[src/rtl/fifo_word_packer_pkg.sv]
// Shared definitions for the FIFO packing stages.
//   state_t    : controller state encoding (ACC = accumulating, FLUSH = flush pending)
//   DEF_WIDTH  : default upstream byte width
//   DEF_LANES  : default number of bytes per packed word
package fifo_word_packer_pkg;

    typedef enum logic {
        ACC   = 1'b0,
        FLUSH = 1'b1
    } state_t;

    localparam int DEF_WIDTH = 8;
    localparam int DEF_LANES = 4;

endpackage

[src/rtl/fifo_word_packer.sv]
// Packs bytes popped from an upstream synchronous FIFO into LANES-wide words.
// A flush pulse emits whatever partial word has been collected, with out_keep
// marking the filled lanes.
//
// State  | meaning
// -------+-----------------------------------------------------------
// ACC    | popping bytes into acc, emitting full words
// FLUSH  | partial word pending, waiting for a free output slot
//
// Ports:
//   clk         : rising-edge clock
//   rst         : synchronous reset, active-high
//   fifo_empty  : upstream FIFO empty flag
//   fifo_dout   : upstream FIFO read data (valid while fifo_rd_en=1)
//   fifo_rd_en  : upstream FIFO pop request (combinational)
//   flush       : single-cycle request to emit a partial word
//   out_data    : packed word, lane 0 in the low bits
//   out_keep    : per-lane valid mask
//   out_valid   : word available
//   out_ready   : downstream accepts the word
module fifo_word_packer
    import fifo_word_packer_pkg::*;
#(
    parameter int WIDTH = DEF_WIDTH,
    parameter int LANES = DEF_LANES
) (
    input  logic                   clk,
    input  logic                   rst,
    input  logic                   fifo_empty,
    input  logic [WIDTH-1:0]       fifo_dout,
    output logic                   fifo_rd_en,
    input  logic                   flush,
    output logic [WIDTH*LANES-1:0] out_data,
    output logic [LANES-1:0]       out_keep,
    output logic                   out_valid,
    input  logic                   out_ready
);

    localparam int CW = $clog2(LANES);
    localparam int DW = WIDTH * LANES;

    state_t          state, state_nxt;
    logic [CW-1:0]   cnt, cnt_nxt;
    logic [DW-1:0]   acc, acc_nxt, acc_wr, data_nxt;
    logic [LANES-1:0] keep_nxt, flush_keep;
    logic            valid_nxt;
    logic            slot_free, xfer, last_lane, pop;

    assign slot_free  = ~out_valid | out_ready;
    assign xfer       = out_valid & out_ready;
    assign last_lane  = (cnt == CW'(LANES - 1));
    // The last lane is only popped when the completed word has somewhere to go.
    assign pop        = ~rst & (state == ACC) & ~fifo_empty & ~(last_lane & ~slot_free);
    assign fifo_rd_en = pop;

    // acc with the incoming byte written into lane cnt, plus the partial keep mask.
    always_comb begin
        acc_wr     = acc;
        flush_keep = '0;
        for (int i = 0; i < LANES; i++) begin
            if (cnt == CW'(i)) begin
                acc_wr[i*WIDTH +: WIDTH] = fifo_dout;
            end
            flush_keep[i] = (i < int'(cnt));
        end
    end

    always_comb begin
        state_nxt = state;
        cnt_nxt   = cnt;
        acc_nxt   = acc;
        data_nxt  = out_data;
        keep_nxt  = out_keep;
        valid_nxt = out_valid;

        if (xfer) begin
            valid_nxt = 1'b0;
        end

        case (state)
            ACC: begin
                if (pop) begin
                    if (last_lane) begin
                        // Word completes on this pop; a simultaneous flush has nothing left to do.
                        data_nxt  = acc_wr;
                        keep_nxt  = '1;
                        valid_nxt = 1'b1;
                        cnt_nxt   = '0;
                        acc_nxt   = '0;
                    end else begin
                        acc_nxt = acc_wr;
                        cnt_nxt = cnt + CW'(1);
                        if (flush) begin
                            state_nxt = FLUSH;
                        end
                    end
                end else if (flush && (cnt != '0)) begin
                    state_nxt = FLUSH;
                end
            end
            FLUSH: begin
                if (slot_free) begin
                    // Unused lanes of acc are already zero since acc is cleared per word.
                    data_nxt  = acc;
                    keep_nxt  = flush_keep;
                    valid_nxt = 1'b1;
                    cnt_nxt   = '0;
                    acc_nxt   = '0;
                    state_nxt = ACC;
                end
            end
            default: state_nxt = ACC;
        endcase
    end

    always_ff @(posedge clk) begin
        if (rst) begin
            state     <= ACC;
            cnt       <= '0;
            acc       <= '0;
            out_data  <= '0;
            out_keep  <= '0;
            out_valid <= 1'b0;
        end else begin
            state     <= state_nxt;
            cnt       <= cnt_nxt;
            acc       <= acc_nxt;
            out_data  <= data_nxt;
            out_keep  <= keep_nxt;
            out_valid <= valid_nxt;
        end
    end

endmodule

[config.mk]
export PLATFORM = sky130hd
export DESIGN_NAME = fifo_word_packer
export DESIGN_NICKNAME = d
export VERILOG_FILES = /design/src/rtl/fifo_word_packer_pkg.sv /design/src/rtl/fifo_word_packer.sv
export SDC_FILE = /design/constraint.sdc
export NUM_CORES = 1
export LEC_CHECK = 0
export CORE_MARGIN = 2
export CORE_UTILIZATION = 30
export CTS_BUF_LIST = sky130_fd_sc_hd__clkbuf_4
export CTS_CLUSTER_SIZE = 8
export DETAILED_ROUTE_END_ITERATION = 16
export PLACE_DENSITY = 0.49
export SYNTH_ARGS = -nofsm -noshare
export SYNTH_HDL_FRONTEND = slang
export SYNTH_SLANG_ARGS = --single-unit
export TNS_END_PERCENT = 1
[constraint.sdc]
create_clock -name clk -period 1.45 [get_ports clk]
set_input_delay 0.29 -clock clk [delete_from_list [all_inputs] [get_ports clk]]
set_output_delay 0.29 -clock clk [all_outputs]
set_load 0.01 [all_outputs]
==> run metrics, run 1 <==
vias in the first global route=2461; Yosys top cell by area=dfxtp_1; core area=10300 um2; Tcrit/Tclk final=123%; Setup Skew=0.0130 ns; Initial DRC Count=69; Yosys warning count=0; I/O pin cnt=51; worst min path class=input port to flop; Seq/Total Area, Yosys=45.6%; clk slew on worst S/H paths=0.12 ns; Unique masters post-synth=35; Die W=107 um; Clk Tree Root Cell=clkbuf_4; buffer levels on the longest clock path=2; GP Congestion=0.787; Worst EP required=1.16 ns; crit-path max FO=2; post-synthesis compound-gate area fraction=25.9%; syn nets=317; total clock buffers created by CTS=9; simple-gate share of the synthesized area=12.1%; outcome=finished with violations; post-synthesis register bit count=72; pwr/cell area=1050 nW/um2; Hold WS=0.268 ns; syn_area_per_cell=10.6 um2; All-Layer GR Usage=14.9%; Max Freq=563 MHz; setup TNS=-9.17 ns; Synth area leaders=dfxtp_1 46%, a211oi_2 12%, mux2i_1 9.5%, o2bb2ai_1 8.3%, nor2_1 5.5%; Pins Over Slew Limit=0; share of cells above drive strength 1=32.4%; Synth Area in XOR/XNOR=0%; slew of the pin with the lowest slew margin=0.334 ns; Pwr Total=4.57 mW; failing checks=negative setup slack; largest net degree at the start of global routing=41; first-pass GRT wire length=13100 um; final setup violating endpoints=64; Initial Util=30.7%; H-tree levels=3; synthesized instance count=298; mux cell area share after synthesis=9.51%; Clock Latency Late Sink=0.41 ns; count of clock tree sinks=72; drc violations=0; Top FF cell, synth=dfxtp_1; final worst setup slack=-0.327 ns; drt first pass iters=4; number of I/O port buffers=50; Die ar.=11400 um2; Mapped Area=3160 um2; RSZ-0062 raised after global routing=true; DPL Wire Length=5660 um; wire per inst=15.3 um; P&R area growth vs syn=37.8%; synthesized-area fraction occupied by adder cells=2.38%; CP Class=flop to output pin; final wirelength=8050 um; Multi-input gate area=1710 um2; final hold violation count=0; via count=2488; Inserted Diodes=0; post-synth top area share=45.6%; number of flops mapped to enable cells by yosys=0; slowest cell on the critical path=dfxtp_2; Die Span Y=107 um; NumNets Final=403; CP endpoint kind=output pin; Max-slew headroom=77.7%; Final min period=1.78 ns; num rows=37; # Max-Cap Violations=0; P_leak=1.68 nW; max incr delay on CP=0.36 ns; ranking of synthesized cells by instance count=72 x dfxtp_1, 46 x nor2_1, 30 x a211oi_2, 30 x mux2i_1, 30 x o2bb2ai_1; combinational family with the most area after synthesis=compound AO/OA/AOI/OAI gates; via-per-instance ratio=4.74; CTS tree=done; FF/Latch Area=1450 um2; Worst setup SP type=flop; cell with the most instances after synthesis=dfxtp_1; antenna violations before repair=0; worst path arrival time=1.49 ns; VDD IR max=0.522 mV; fillcell total=1050; total grt overflow=0; Detail Route Antenna Nets=0; crit path cell chain=ha_4 > and3b_1 > nor4_4 > buf_2; Post-synth ARST share=0%
## worst max-delay path, delay by kind of cell, from the launching register on
family	cells	cell delay (ns)
and+or+nand+nor	2	0.39
DFF	1	0.36
adders and majority gates	1	0.16
buffers and inverters	1	0.18
## stage by stage
step | util [%] | setup slack, ns | instances | area [um2]
after floorplan | - | -0.0189 | 298 | 3180
after global placement | 40.1 | -0.556 | 509 | 4120
after detailed placement | 40.1 | -0.610 | 509 | 4120
after CTS | 41.8 | -0.364 | 525 | 4300
after global routing | 42.3 | -0.407 | 525 | 4350
final | 42.3 | -0.327 | 525 | 4350
## state kept, by name, summed over array words and instances (netlist names)
register	flops
out_valid	1
acc	32
out_keep	4
out_data	32
state	1
cnt	2
## path summary, 6_finish.rpt
check	start	to	slack, ns	depth (start not counted)
max	cnt[0]$_SDFFE_PP0P_	fifo_rd_en	-0.33	4
min	rst	state$_SDFF_PP0_	0.27	3
max reg2reg	cnt[0]$_SDFFE_PP0P_	out_data[22]$_SDFFE_PP0P_	-0.27	7
min reg2reg	acc[15]$_SDFFE_PP0P_	acc[15]$_SDFFE_PP0P_	0.47	1
## layout by cell type, fill, tap and decap left out, types with 3 or more instances in the layout
master / instances
nor2_1: 45
a31oi_1: 4
dfxtp_2: 4
clkdlybuf4s50_1: 11
nor2b_1: 4
dfxtp_1: 68
mux2i_1: 28
inv_1: 5
ha_2: 3
dlygate4sd2_1: 36
buf_4: 37
a211oi_2: 31
nand2b_1: 9
nand2_2: 8
o2bb2ai_1: 30
nand2_1: 3
buf_12: 5
a21oi_1: 4
clkbuf_4: 9
## logic make-up (layout without fill, tap and decap cells)
| group | count (synthesis) | after routing |
|---|---|---|
| adders and majority gates | 6 | 6 |
| muxes | 30 | 30 |
| and+or+nand+nor | 81 | 81 |
| DFF | 72 | 72 |
| buffers and inverters | 25 | 116 |
| AOI/OAI and AO/OA | 84 | 84 |
## where the power goes
part | internal (mW) | leakage, nW | switching (mW)
combinational | 0.466 | 1.02 | 0.512
clock | 0.700 | 0.0839 | 0.761
sequential | 2.08 | 0.585 | 0.0551
total | 3.25 | 1.68 | 1.33
## what timing repair did
| item | 4_1_cts | 5_1_grt |
|---|---|---|
| pin swaps | 1 | 4 |
| hold buffers | 0 | 0 |
| buffers inserted | 0 | 0 |
| endpoints found under the setup margin | 107 | 70 |
| gates resized for setup | 63 | 13 |
| cloned | 0 | 0 |
| hold endpoints to repair | 0 | 0 |
## per-layer routing
metal,global-route usage (%),vias up,wire length [um]
met5,0,-,0
met4,3.80,0,85
met3,3.47,6,296
met2,23.9,47,3760
met1,20.1,1174,3900
li1,-,1261,-
## layout make-up
cell class	count	area share [%]
Clock inverter	7	2.16
Sequential cell	72	33.2
Multi-Input combinational cell	201	39.2
Clock buffer	9	1.55
Tap cell	136	3.91
Timing Repair Buffer	94	19.4
Inverter	6	0.518
(Power assumes the default switching activity.)
==> inputs of run 2 (changes only) <==
- CELL_PAD_IN_SITES_DETAIL_PLACEMENT: unset -> 0
- CELL_PAD_IN_SITES_GLOBAL_PLACEMENT: unset -> 2
- PLACE_DENSITY: 0.49 -> unset
- PLACE_DENSITY_LB_ADDON: unset -> 0.1
==> run 2 against run 1 <==
The flow still finishes with violations (negative setup slack). Global-route usage increased by 0.59 points. Largest cell class unchanged. Highest routed layer unchanged. Count of clock-buffer cells in the layout unchanged. Combinational power down 2.9%. Critical endpoint unchanged.
==> run metrics, run 2 (synthesis results as in run 1) <==
Setup Skew=0.0169 ns (+0.00393 ns); Initial Util=30.7% (unchanged); CP Class=flop to output pin; crit path cell chain=ha_4 > and3b_1 > nor4_4 > buf_2; dpl cell area=4120 um2 (about the same); final core occ=41.6% (-0.77 points); CTS tree=done; # Max-Cap Violations=0 (unchanged); cts hold-fix bufs=0 (unchanged); wire per inst=15.9 um (+3.6%); total clock buffers created by CTS=9 (unchanged); Die ar.=11400 um2 (unchanged); Pins Over Slew Limit=0 (unchanged); vias in the first global route=2543 (+3.3%); Worst setup SP type=flop; total grt overflow=0 (unchanged); num rows=37 (unchanged); Regs by FF count=acc (32), out_data (32), out_keep (4); Top Family by Delay on Critical Path=flip-flops; hold path start=rst; worst path arrival time=1.46 ns (-0.03 ns); clk slew on worst S/H paths=0.12 ns (about the same); Detail Route Antenna Nets=0 (unchanged); Clk Tree Root Cell=clkbuf_4; final worst setup slack=-0.296 ns (+0.0304 ns); CP endpoint kind=output pin; final wirelength=8370 um (+4.0%); reg2reg start=cnt[0]$_SDFFE_PP0P_; share of cells above drive strength 1=29.9% (-2.5 points); commonest non-fill, non-tap cell in the layout=dfxtp_1; pwr/cell area=1050 nW/um2 (+0.11%); Clock Latency Late Sink=0.41 ns (about the same); Max Freq=573 MHz (+1.7%); outcome=finished with violations; CP Buf/Inv Count=1 (unchanged); NumNets Final=406 (+0.74%); crit-path max FO=3 (+1); via-per-instance ratio=4.80 (+1.3%); buffer levels on the longest clock path=2 (unchanged); P&R area growth vs syn=35.3%; Worst EP required=1.16 ns (about the same); Post-CTS Setup Bufs=0 (unchanged); All-Layer GR Usage=15.5% (+0.59 points); number of I/O port buffers=50 (unchanged); I/O pin cnt=51 (unchanged); most frequent cells in the layout=69 x dfxtp_1, 44 x nor2_1, 44 x buf_4; core area=10300 um2 (unchanged); P_leak=1.66 nW (-1.4%); via count=2531 (+1.7%); drt first pass iters=4 (unchanged); first-pass GRT wire length=13500 um (+2.6%); Final min period=1.75 ns (-0.0304 ns); antenna violations before repair=0 (unchanged); worst min path class=input port to flop; Tcrit/Tclk final=120% (-2.1 points); slowest cell on the critical path=dfxtp_2; Initial DRC Count=72 (+4.3%); launch point of the worst path=cnt[0]$_SDFFE_PP0P_; GP Congestion=0.785 (-0.25%); count of clock tree sinks=72 (unchanged); failing checks=negative setup slack; Finished Cell Area=4270 um2 (-1.8%); RSZ-0062 raised after global routing=true; H-tree levels=3 (unchanged); final setup violating endpoints=64 (unchanged); VDD IR max=0.384 mV (-26%); drc violations=0 (unchanged); Die W=107 um (unchanged); largest net degree at the start of global routing=31 (-24%); Inserted Diodes=0 (unchanged); max incr delay on CP=0.36 ns (about the same); Max-slew headroom=81.3% (+3.5 points); DPL Wire Length=6060 um (+7.0%); Die Span Y=107 um (unchanged); slew of the pin with the lowest slew margin=0.273 ns (-0.0608 ns); final hold violation count=0 (unchanged); fillcell total=1060 (+0.95%)
==> run 2: per-stage QoR <==
step                power [mW]  setup TNS [ns]  setup slack [ns]  hold WS, ns  cells
finish                    4.49           -9.23            -0.296        0.321    527
global route              4.74          -14.40            -0.370        0.339    527
global placement          3.16          -32.17            -0.607        0.444    512
detailed placement        3.16          -32.42            -0.588        0.447    512
floorplan                 2.70          -0.363           -0.0189        0.432    298
CTS                       4.56          -10.57            -0.345        0.299    527
==> run 2: cell type report <==
type	count	area, um2	share of cell area (%)
clock inverter	6	85.1	1.99
multi-input combinational	201	1650	38.7
sequential	72	1450	33.8
clock buffer	9	67.6	1.58
inverter	6	22.5	0.527
tap	136	170	3.98
timing repair buffer	97	831	19.4
==> run 2: final timing paths <==
path | cells past startpoint | to | slack (ns)
worst min register to register | 1 | acc[8]$_SDFFE_PP0P_ | 0.47
worst max register to register | 7 | out_data[11]$_SDFFE_PP0P_ | -0.26
worst min-delay path | 3 | acc[7]$_SDFFE_PP0P_ | 0.32
worst max-delay path | 4 | fifo_rd_en | -0.30
==> run 2: power breakdown <==
group	internal (mW)	total (mW)	leakage [nW]	switching [mW]
clock	0.685	1.41	0.0794	0.726
sequential	2.08	2.13	0.585	0.0550
combinational	0.448	0.950	0.997	0.502
==> run 2: metal layers <==
| metal | up-vias | GRT usage (%) | share of wire (%) |
|---|---|---|---|
| met5 | - | 0 | 0 |
| met4 | 0 | 6.31 | 1.3 |
| met3 | 9 | 2.49 | 2.3 |
| met2 | 39 | 24.2 | 45 |
| met1 | 1207 | 21.3 | 51 |
| li1 | 1276 | - | - |
==> run 2: worst register-to-register path, stage by stage (launching register included) <==
cell      delay, ns
dfxtp_2        0.39
ha_4           0.15
buf_4          0.17
nand2b_4       0.08
a221oi_4       0.36
buf_12         0.24
nor2_1         0.09
a211oi_2       0.18
==> run 2: repair_timing <==
item                                    4_1_cts  5_1_grt
resized for setup                            52       11
endpoints found under the setup margin      107       71
hold endpoints to repair                      0        0
pin swaps                                     3        1
